===== src/rtl/instruction_prefetch_queue.sv =====
// Sequential instruction fetch stage: owns the fetch PC, issues word reads and buffers opcodes in a DEPTH-entry FIFO.
// Define PREFETCH_PERF_EN to add the saturating o_perf_fetched / o_perf_discarded counters.
module instruction_prefetch_queue #(
  parameter int                   BUS_WIDTH = 32,
  parameter int                   DEPTH     = 4,
  parameter logic [BUS_WIDTH-1:0] RESET_PC  = '0
) (
  input  logic                 i_clk,
  input  logic                 i_reset,
  output logic [BUS_WIDTH-1:0] o_mem_addr,
  output logic                 o_mem_request,
  input  logic                 i_mem_busy,
  input  logic [BUS_WIDTH-1:0] i_mem_data,
  output logic                 o_op_valid,
  input  logic                 i_op_ready,
  output logic [BUS_WIDTH-1:0] o_op_data,
  output logic [BUS_WIDTH-1:0] o_op_pc,
  input  logic                 i_redirect,
  input  logic [BUS_WIDTH-1:0] i_redirect_pc
`ifdef PREFETCH_PERF_EN
  ,
  output logic [15:0]          o_perf_fetched,
  output logic [15:0]          o_perf_discarded
`endif
);

  localparam int            PW         = $clog2(DEPTH);
  localparam int            CW         = PW + 1;
  localparam logic [CW-1:0] FULL_COUNT = CW'(DEPTH);

  typedef enum logic [1:0] {IDLE, REQ, DRAIN} state_t;

  state_t               r_state;
  state_t               w_next_state;
  logic [BUS_WIDTH-1:0] r_fetch_pc;
  logic [BUS_WIDTH-1:0] r_mem_addr;
  logic [BUS_WIDTH-1:0] r_data [DEPTH];
  logic [BUS_WIDTH-1:0] r_pc   [DEPTH];
  logic [PW-1:0]        r_wr_ptr;
  logic [PW-1:0]        r_rd_ptr;
  logic [CW-1:0]        r_count;
  logic                 w_complete;
  logic                 w_push;
  logic                 w_pop;
  logic                 w_discard;
  logic                 w_start;
  logic [BUS_WIDTH-1:0] w_redirect_pc;

  assign w_redirect_pc = i_redirect_pc & ~BUS_WIDTH'(3);
  assign w_complete    = o_mem_request && !i_mem_busy;
  assign w_push        = (r_state == REQ) && w_complete && !i_redirect;
  assign w_discard     = w_complete && ((r_state == DRAIN) || i_redirect);
  assign w_pop         = o_op_valid && i_op_ready && !i_redirect;
  // A read is only launched when a slot is guaranteed free, so a push can never overflow.
  assign w_start       = (r_state == IDLE) && !i_redirect && (r_count < FULL_COUNT);

  always_ff @(posedge i_clk or negedge i_reset) begin
    if (!i_reset) r_state <= IDLE;
    else          r_state <= w_next_state;
  end

  always_comb begin
    w_next_state = r_state;
    unique case (r_state)
      IDLE:  if (w_start) w_next_state = REQ;
      REQ: begin
        if (w_complete)      w_next_state = IDLE;
        else if (i_redirect) w_next_state = DRAIN;
      end
      DRAIN: if (w_complete) w_next_state = IDLE;
      default: w_next_state = IDLE;
    endcase
  end

  always_comb begin
    o_mem_request = (r_state != IDLE);
    o_mem_addr    = r_mem_addr;
    o_op_valid    = (r_count != '0);
    o_op_data     = r_data[r_rd_ptr];
    o_op_pc       = r_pc[r_rd_ptr];
  end

  // The issued address is latched separately so a redirect cannot disturb a read that is still in flight.
  always_ff @(posedge i_clk or negedge i_reset) begin
    if (!i_reset) begin
      r_fetch_pc <= RESET_PC;
      r_mem_addr <= RESET_PC;
    end else begin
      if (i_redirect)  r_fetch_pc <= w_redirect_pc;
      else if (w_push) r_fetch_pc <= r_fetch_pc + BUS_WIDTH'(4);
      if (w_start)     r_mem_addr <= r_fetch_pc;
    end
  end

  always_ff @(posedge i_clk or negedge i_reset) begin
    if (!i_reset) begin
      r_wr_ptr <= '0;
      r_rd_ptr <= '0;
      r_count  <= '0;
      for (int i = 0; i < DEPTH; i++) begin
        r_data[i] <= '0;
        r_pc[i]   <= '0;
      end
    end else if (i_redirect) begin
      r_wr_ptr <= '0;
      r_rd_ptr <= '0;
      r_count  <= '0;
    end else begin
      if (w_push) begin
        r_data[r_wr_ptr] <= i_mem_data;
        r_pc[r_wr_ptr]   <= r_mem_addr;
        r_wr_ptr         <= r_wr_ptr + PW'(1);
      end
      if (w_pop) r_rd_ptr <= r_rd_ptr + PW'(1);
      if (w_push && !w_pop)      r_count <= r_count + CW'(1);
      else if (!w_push && w_pop) r_count <= r_count - CW'(1);
    end
  end

`ifdef PREFETCH_PERF_EN
  logic [15:0] r_perf_fetched;
  logic [15:0] r_perf_discarded;

  always_ff @(posedge i_clk or negedge i_reset) begin
    if (!i_reset) begin
      r_perf_fetched   <= '0;
      r_perf_discarded <= '0;
    end else begin
      if (w_push && (r_perf_fetched != 16'hFFFF))      r_perf_fetched   <= r_perf_fetched + 16'd1;
      if (w_discard && (r_perf_discarded != 16'hFFFF)) r_perf_discarded <= r_perf_discarded + 16'd1;
    end
  end

  assign o_perf_fetched   = r_perf_fetched;
  assign o_perf_discarded = r_perf_discarded;
`endif

endmodule


===== config.mk =====
export PLATFORM = sky130hd
export DESIGN_NAME = instruction_prefetch_queue
export DESIGN_NICKNAME = d
export VERILOG_FILES = /design/src/rtl/instruction_prefetch_queue.sv
export SDC_FILE = /design/constraint.sdc
export NUM_CORES = 1
export LEC_CHECK = 0
export ABC_AREA = 1
export CAP_MARGIN = 20
export CORE_UTILIZATION = 50
export CTS_CLUSTER_SIZE = 28
export DETAILED_ROUTE_END_ITERATION = 8
export PLACE_DENSITY = 0.69
export SYNTH_ARGS = -nofsm -noshare
export SYNTH_HDL_FRONTEND = slang
export SYNTH_SLANG_ARGS = --single-unit
export TNS_END_PERCENT = 50

===== constraint.sdc =====
create_clock -name i_clk -period 2 [get_ports i_clk]
set_input_delay 0.4 -clock i_clk [delete_from_list [all_inputs] [get_ports i_clk]]
set_output_delay 0.4 -clock i_clk [all_outputs]
set_load 0.005 [all_outputs]

==> results of run 1 <==
power breakdown:
| group | switching [µW] | internal [µW] | leakage (µW) |
|---|---|---|---|
| logic | 5140 | 4920 | 0.00421 |
| registers | 1360 | 8130 | 0.00420 |
| clock network | 2580 | 3860 | 0.000574 |
| total | 9070 | 16900 | 0.00898 |
cell type report:
type	instances	share of cell area
clock buffer	48	0.0535
clock inverter	13	0.00652
timing repair inverter	1	0.000326
inverter	115	0.0233
timing repair buffer	275	0.162
multi-input combinational	1189	0.315
tap	384	0.0250
sequential	317	0.414
placed cells by master (no fill, tap or decap), types with 8 or more instances in the layout:
| cell | count |
|---|---|
| clkbuf_16 | 43 |
| buf_2 | 54 |
| buf_12 | 38 |
| o22ai_2 | 28 |
| nand2_1 | 423 |
| buf_4 | 42 |
| nand3_1 | 45 |
| o22ai_1 | 34 |
| o21ai_2 | 53 |
| nor2_1 | 142 |
| buf_16 | 14 |
| o21ai_1 | 272 |
| a21oi_1 | 9 |
| buf_6 | 8 |
| dfrtp_1 | 315 |
| clkinv_2 | 8 |
| buf_8 | 8 |
| inv_1 | 108 |
| o21ai_0 | 85 |
| nor2_4 | 11 |
| clkdlybuf4s50_1 | 95 |
| nor2_2 | 34 |
per-layer routing:
layer	vias to the layer above	wire length, µm	GRT usage	share of wire
li1	6140	-	-	-
met1	6187	18600	0.387	0.46
met2	391	19100	0.441	0.47
met3	65	2090	0.0385	0.051
met4	0	919	0.0827	0.023
met5	-	0	0	0
per-stage QoR:
step	power, µW	setup TNS (ps)	cell area [µm²]	setup WS (ps)	util
global placement	17800	-10110	16900	-135	0.590
floorplan	13400	0	14500	241	-
CTS	25400	-18070	18800	-414	0.656
finish	26000	-15550	19200	-321	0.670
global route	27600	-19070	19200	-369	0.670
detailed placement	18000	-21120	16900	-188	0.590
sequential cells by signal, indices dropped and copies added, names as in the netlist:
register,count
r_wr_ptr,2
r_rd_ptr,2
r_data,128
r_state,2
r_count,3
o_mem_addr,30
r_pc,120
r_fetch_pc,30
cell usage after synthesis (all sizes together):
library cell and number:
or4 1, o22ai 62, dfrtp 317, nor2 188, clkinv 3, xnor2 2
nand3 48, buf 60, o21ai 416, o211ai 6, nor3 3, fa 1
o221ai 2, a21boi 1, inv 112, nand4 5, o21bai 1, a31oi 1
xor2 6, conb 1, nand2 428, clkbuf 52, ha 5, a21oi 9
cells by family (layout without fill, tap and decap cells):
kind of cell / after synthesis / after routing / share of synthesized area
AO/OA/AOI/OAI: 498 / 498 / 0.181
adder cells (fa/ha/maj): 6 / 6 / 0.00568
other: 1 / 4 / 0.000258
flip-flops: 317 / 317 / 0.546
XOR/XNOR: 8 / 8 / 0.00482
AND/OR/NAND/NOR: 673 / 673 / 0.184
buffers and inverters: 227 / 452 / 0.0778
how the worst min path moves through the flow:
stage,to,cells after the start
after detailed placement,r_data[37],1
after global placement,r_data[37],1
after CTS,r_data[39],2
after floorplan,o_mem_addr[10],0
final,r_data[37],2
after global routing,r_data[101],2
repair_timing:
item	4_1_cts	5_1_grt
setup buffers	22	5
setup endpoints to repair	64	63
endpoints found under the hold margin	44	0
gates resized for setup	402	124
gates cloned	15	6
hold buffers	1	0
pin swaps	50	37
==> results.md, run 1 <==
- Status: finished, violations left
- Failing checks: negative setup slack
- CP max FO: 7
- Worst setup endpoint: o_op_data[31]
- Critical R2R Launch: r_state[1]
- Yosys warns: 0
- Hold WS: 409 ps
- Leak: about 0.009 µW
- Hold Path Class: in -> async
- Multi-input gate area: ~6100 µm²
- TritonCTS Sinks: between 300 and 400
- Chip height: 172 µm
- DIE AREA: 29,700 µm²
- F_max: 431 MHz
- R2R Setup Slk: 180 ps
- Final hold viol count: 0
- Finished Layout Cells: 2,342
- Total global-route track usage: 0.275
- #FFs+latches synth: 317
- Wire per inst: 17.4 µm
- FILL cells: ~2,300
- RSZ-0062 raised after global routing: yes
- Netlist cell types: 35
- WP depth: 6
- Layout cells sized above 1: 0.196
- Worst-case reg-to-reg path depth: 8
- IO Pins: 167
- Synth Cell Area: 14,500 µm²
- Drt pass-1 iters: 7
- Final Skew: 15.7 ps
- Antenna cell count: 0
- Core area: about 29,000 µm²
- Register Area: 7940 µm²
- Nets@finish: ~2,000
- Crit path capture type: primary output
- Placed cell count: approximately 2,200
- Clock buffer depth: 3
- Final Cycle Share: 1.16
- Total gr overflow: 0
- WP data required: between 1500 and 2000 ps
- Synth Area per Inst: 8.40 µm²
- Die W: 172 µm
- First-pass GRT wire length: 64,100 µm
- CP Launch Type: register
- Hpwl dp: 24,200 µm
- DR vias: between 10,000 and 15,000
- Clock transition at the registers of the reported paths: 60 ps
- Layout area overhead: 32.1%
- CP Class: reg -> out
- Routed Antenna Nets: 0
- RR Endpoint: r_data[19]
- Worst vdd ir: 0.897 mV
- Synth top area cells: dfrtp_1, nand2_1, o21ai_1
- Max H-tree Level: 2
- Critical-path cell list: buf_6 -> buf_8 -> buf_12 -> o21ai_4 -> o22ai_2 -> buf_2
- Port Buffers: 160
- Pin count of the biggest net entering global routing: 62
- Crit path from: r_rd_ptr[0]
- Drt via density: 5.46
- Post-Route WL: 40,700 µm
- Setup violators final: 62
- Final GP Congestion: 0.970
- Delay-heaviest family, CP: buffers and inverters
- Top cell type's share of synthesized area: 0.546
- WP data arrival: between 1500 and 2000 ps
- Critical path's slowest cell: dfrtp_4
- Final Max Slew Viols: 0
- PwrDens: 1350 nW/µm²
- Final worst setup slack: -321 ps
- Buffers & Inverters on Critical Path: 4
- CTS tree: built
- Worst path max stage delay: 540 ps
- Vias in the first global route: 12,300
- Min Tclk post-route: between 2000 and 2500 ps
- Register area share after synthesis: 0.546
- Initial antenna violation count: 0
- Worst-Skew Late Latency: about 520 ps
- CTS Buf Count: 36
- Row count: 62
- Initial Util: 0.508
- Total of max-cap violations: 0
- Post-Syn Instances: roughly 1,700
- Synth area leader: dfrtp_1
- DRC viols: 0
- CTS Root Cell: clkbuf_16
- DRT iter0 DRCs: slightly above 1,000
No activity file was read; power rests on OpenSTA's default activity.
==> run 2: changes to the inputs <==
--- a/config.mk
+++ b/config.mk
@@ -11,6 +11,7 @@
 export CTS_CLUSTER_SIZE = 28
 export DETAILED_ROUTE_END_ITERATION = 8
 export PLACE_DENSITY = 0.69
+export SLEW_MARGIN = 30
 export SYNTH_ARGS = -nofsm -noshare
 export SYNTH_HDL_FRONTEND = slang
 export SYNTH_SLANG_ARGS = --single-unit
==> constraint.sdc (replaced) <==
create_clock -name i_clk -period 2.97 [get_ports i_clk]
set_input_delay 0.594 -clock i_clk [delete_from_list [all_inputs] [get_ports i_clk]]
set_output_delay 0.594 -clock i_clk [all_outputs]
set_load 0.005 [all_outputs]
==> results.md, run 2 (synthesis gave the netlist of run 1 again) <==
- Status: finished clean (was finished, violations left)
- Pin count of the biggest net entering global routing: 85 (was 62)
- CP Launch Type: register (unchanged)
- Worst-margin pin slew: 609 ps
- Drt via density: 5.41 (was 5.46)
- Layout Utilization: 0.615 (was 0.670)
- FILL cells: 2,449 (was 2,281)
- Final Cycle Share: 0.983
- Initial Util: 0.508 (unchanged)
- Total of max-cap violations: 0 (unchanged)
- Leak: 0.00816 µW (was 0.00898 µW)
- Internal power: 10,900 µW (was 16,900 µW)
- Drt pass-1 iters: 6 (was 7)
- Logic pwr share: 0.350 (was 0.387)
- WP data required: 2380 ps (was 1600 ps)
- RSZ-0062 raised after global routing: yes (unchanged)
- Most frequent cells in the layout: nand2_1, dfrtp_1, o21ai_1, nor2_1, o21ai_0 (was nand2_1, dfrtp_1, o21ai_1, nor2_1, inv_1)
- CTS Root Cell: clkbuf_16 (unchanged)
- Clock power share: 0.265 (was 0.248)
- Chip height: 172 µm (unchanged)
- Routed Antenna Nets: 0 (unchanged)
- Final Max Slew Viols: 0 (unchanged)
- Largest register FFs: 128 (unchanged)
- Final GP Congestion: 0.935 (was 0.970)
- Worst-case reg-to-reg path depth: 10 (was 8)
- Initial antenna violation count: 0 (unchanged)
- Die W: 172 µm (unchanged)
- Row count: 62 (unchanged)
- Vias in the first global route: 11,600 (was 12,300)
- DRC viols: 0 (unchanged)
- DRT iter0 DRCs: 995 (was 1,013)
- Largest regs: r_data (128), r_pc (120) (unchanged)
- Relative slew slack: 0.594
- Most common cell after layout, fill and taps aside: nand2_1 (unchanged)
- Min Tclk post-route: ~2900 ps
- Port Buffers: 160 (unchanged)
- Core area: 28,600 µm² (unchanged)
- Total global-route track usage: 0.262 (was 0.275)
- Top reg by flops: r_data (unchanged)
- Final Instance Area: 17,600 µm² (was 19,200 µm²)
- CTS tree: built (unchanged)
- Max H-tree Level: 2 (unchanged)
- Post-route setup TNS: 0 ps (was -15,550 ps)
- F_max: around 340 MHz
- Pre-CTS setup slack: 324 ps (was -188 ps)
- Clock transition at the registers of the reported paths: 60 ps (about the same)
- DR vias: 12,200 (was 12,800)
- Pwr Total: 16,300 µW (was 26,000 µW)
- WP data arrival: 2320 ps (was 1920 ps)
- Layout cells sized above 1: 0.0627 (was 0.196)
- Critical R2R Launch: r_count[2] (was r_state[1])
- Wire per inst: 16.6 µm (was 17.4 µm)
- R2R Setup Slk: 1040 ps (was 180 ps)
- TritonCTS Sinks: 317 (unchanged)
- Total gr overflow: 0 (unchanged)
- Final worst setup slack: 51.7 ps (was -321 ps)
- Crit path capture type: primary output (unchanged)
- Hpwl dp: 23,100 µm (was 24,200 µm)
- Flop pwr share: 0.385 (was 0.365)
- Final hold viol count: 0 (unchanged)
- Layout area overhead: 21.2% (was 32.1%)
- DIE AREA: 29,700 µm² (unchanged)
- First-pass GRT wire length: 61,100 µm (was 64,100 µm)
- CP Class: reg -> out (unchanged)
- Hold Path Class: in -> async (unchanged)
- Placed Area: 16,300 µm² (was 16,900 µm²)
- Setup violators final: 0 (was 62)
- IO Pins: 167 (unchanged)
- PwrDens: 927 nW/µm² (was 1350 nW/µm²)
- Worst vdd ir: 0.438 mV (was 0.897 mV)
- Post-Route WL: 37,500 µm (was 40,700 µm)
- NetSw: 5410 µW (was 9070 µW)
- CP max FO: 32 (was 7)
- Worst-Skew Late Latency: 500 ps (was 520 ps)
- Nets@finish: 1,935 (was 2,010)
- Final Skew: 10.8 ps (was 15.7 ps)
- Hold_buf cts: 0 (was 1)
- Antenna cell count: 0 (unchanged)
- Clock buffer depth: 3 (unchanged)
- CTS Buf Count: 36 (unchanged)
- RR Endpoint: r_count[2] (was r_data[19])
- Sw Share: 0.332 (was 0.349)
[run 2: repair_timing]
| item | CTS | global route |
|---|---|---|
| gates resized for setup | 7 | 3 |
| pin swaps | 0 | 0 |
| gates cloned | 3 | 0 |
| endpoints found under the setup margin | 53 | 19 |
| buffers inserted | 3 | 3 |
| hold endpoints to repair | 0 | 0 |
[run 2: how the worst max path moves through the flow]
| stage | start | to | slack, ps | cells past startpoint |
|---|---|---|---|---|
| 6_report | r_rd_ptr[0] | o_op_pc[12] | 50 | 4 |
| 3_3_place_gp | r_rd_ptr[0] | o_op_data[8] | 340 | 5 |
| 3_5_place_dp | r_rd_ptr[0] | o_op_pc[12] | 320 | 5 |
| 5_1_grt | r_rd_ptr[0] | o_op_pc[13] | -30 | 4 |
| 4_1_cts | r_rd_ptr[0] | o_op_data[13] | 20 | 5 |
| 2_1_floorplan | i_mem_busy | r_count[2] | 1060 | 10 |
[run 2: through the flow]
stage,cells,hold slack [ps]
after floorplan,1733,298
after global placement,2197,463
after detailed placement,2197,465
after CTS,2262,77.8
after global routing,2265,98.0
final,2265,49.3
[run 2: routing by layer]
layer | share of wire | wire length [µm] | track usage | vias to the layer above
met4 | 0.023 | 861 | 0.0685 | 0
met1 | 0.46 | 17100 | 0.369 | 5882
met3 | 0.065 | 2430 | 0.0442 | 57
met2 | 0.46 | 17100 | 0.421 | 350
met5 | 0 | 0 | 0 | -
li1 | - | - | - | 5957
[run 2: layout make-up]
type | instances | area (µm²) | share of cell area
tap | 384 | 480 | 0.0273
timing repair inverter | 1 | 8.76 | 0.000497
multi-input combinational | 1189 | 5480 | 0.311
sequential | 317 | 7940 | 0.451
inverter | 115 | 444 | 0.0252
clock buffer | 51 | 1020 | 0.0578
timing repair buffer | 200 | 2130 | 0.121
clock inverter | 8 | 118 | 0.00668
[run 2: power groups by stage]
stage / clock network [µW] / registers, µW / logic [µW]
2_1_floorplan: 0 / 6060 / 2950
3_3_place_gp: 0 / 6300 / 5430
3_5_place_dp: 0 / 6320 / 5530
4_1_cts: 4400 / 6260 / 5760
5_1_grt: 4590 / 6420 / 6430
6_report: 4330 / 6290 / 5710
[run 2: worst max-delay path: stages (launching register included)]
cell and delay, ps:
dfrtp_4 550, buf_6 280, o21ai_0 140, o22ai_1 280
clkdlybuf4s50_1 560
==> run 3: changes to the inputs <==
--- a/config.mk
+++ b/config.mk
@@ -6,6 +6,7 @@
 export NUM_CORES = 1
 export LEC_CHECK = 0
 export ABC_AREA = 1
+export ABC_CLOCK_PERIOD_IN_PS = 2970
 export CAP_MARGIN = 20
 export CORE_UTILIZATION = 50
 export CTS_CLUSTER_SIZE = 28
==> results of run 3 <==
No change in the layout: final DEF, timing and power equal those of run 2.
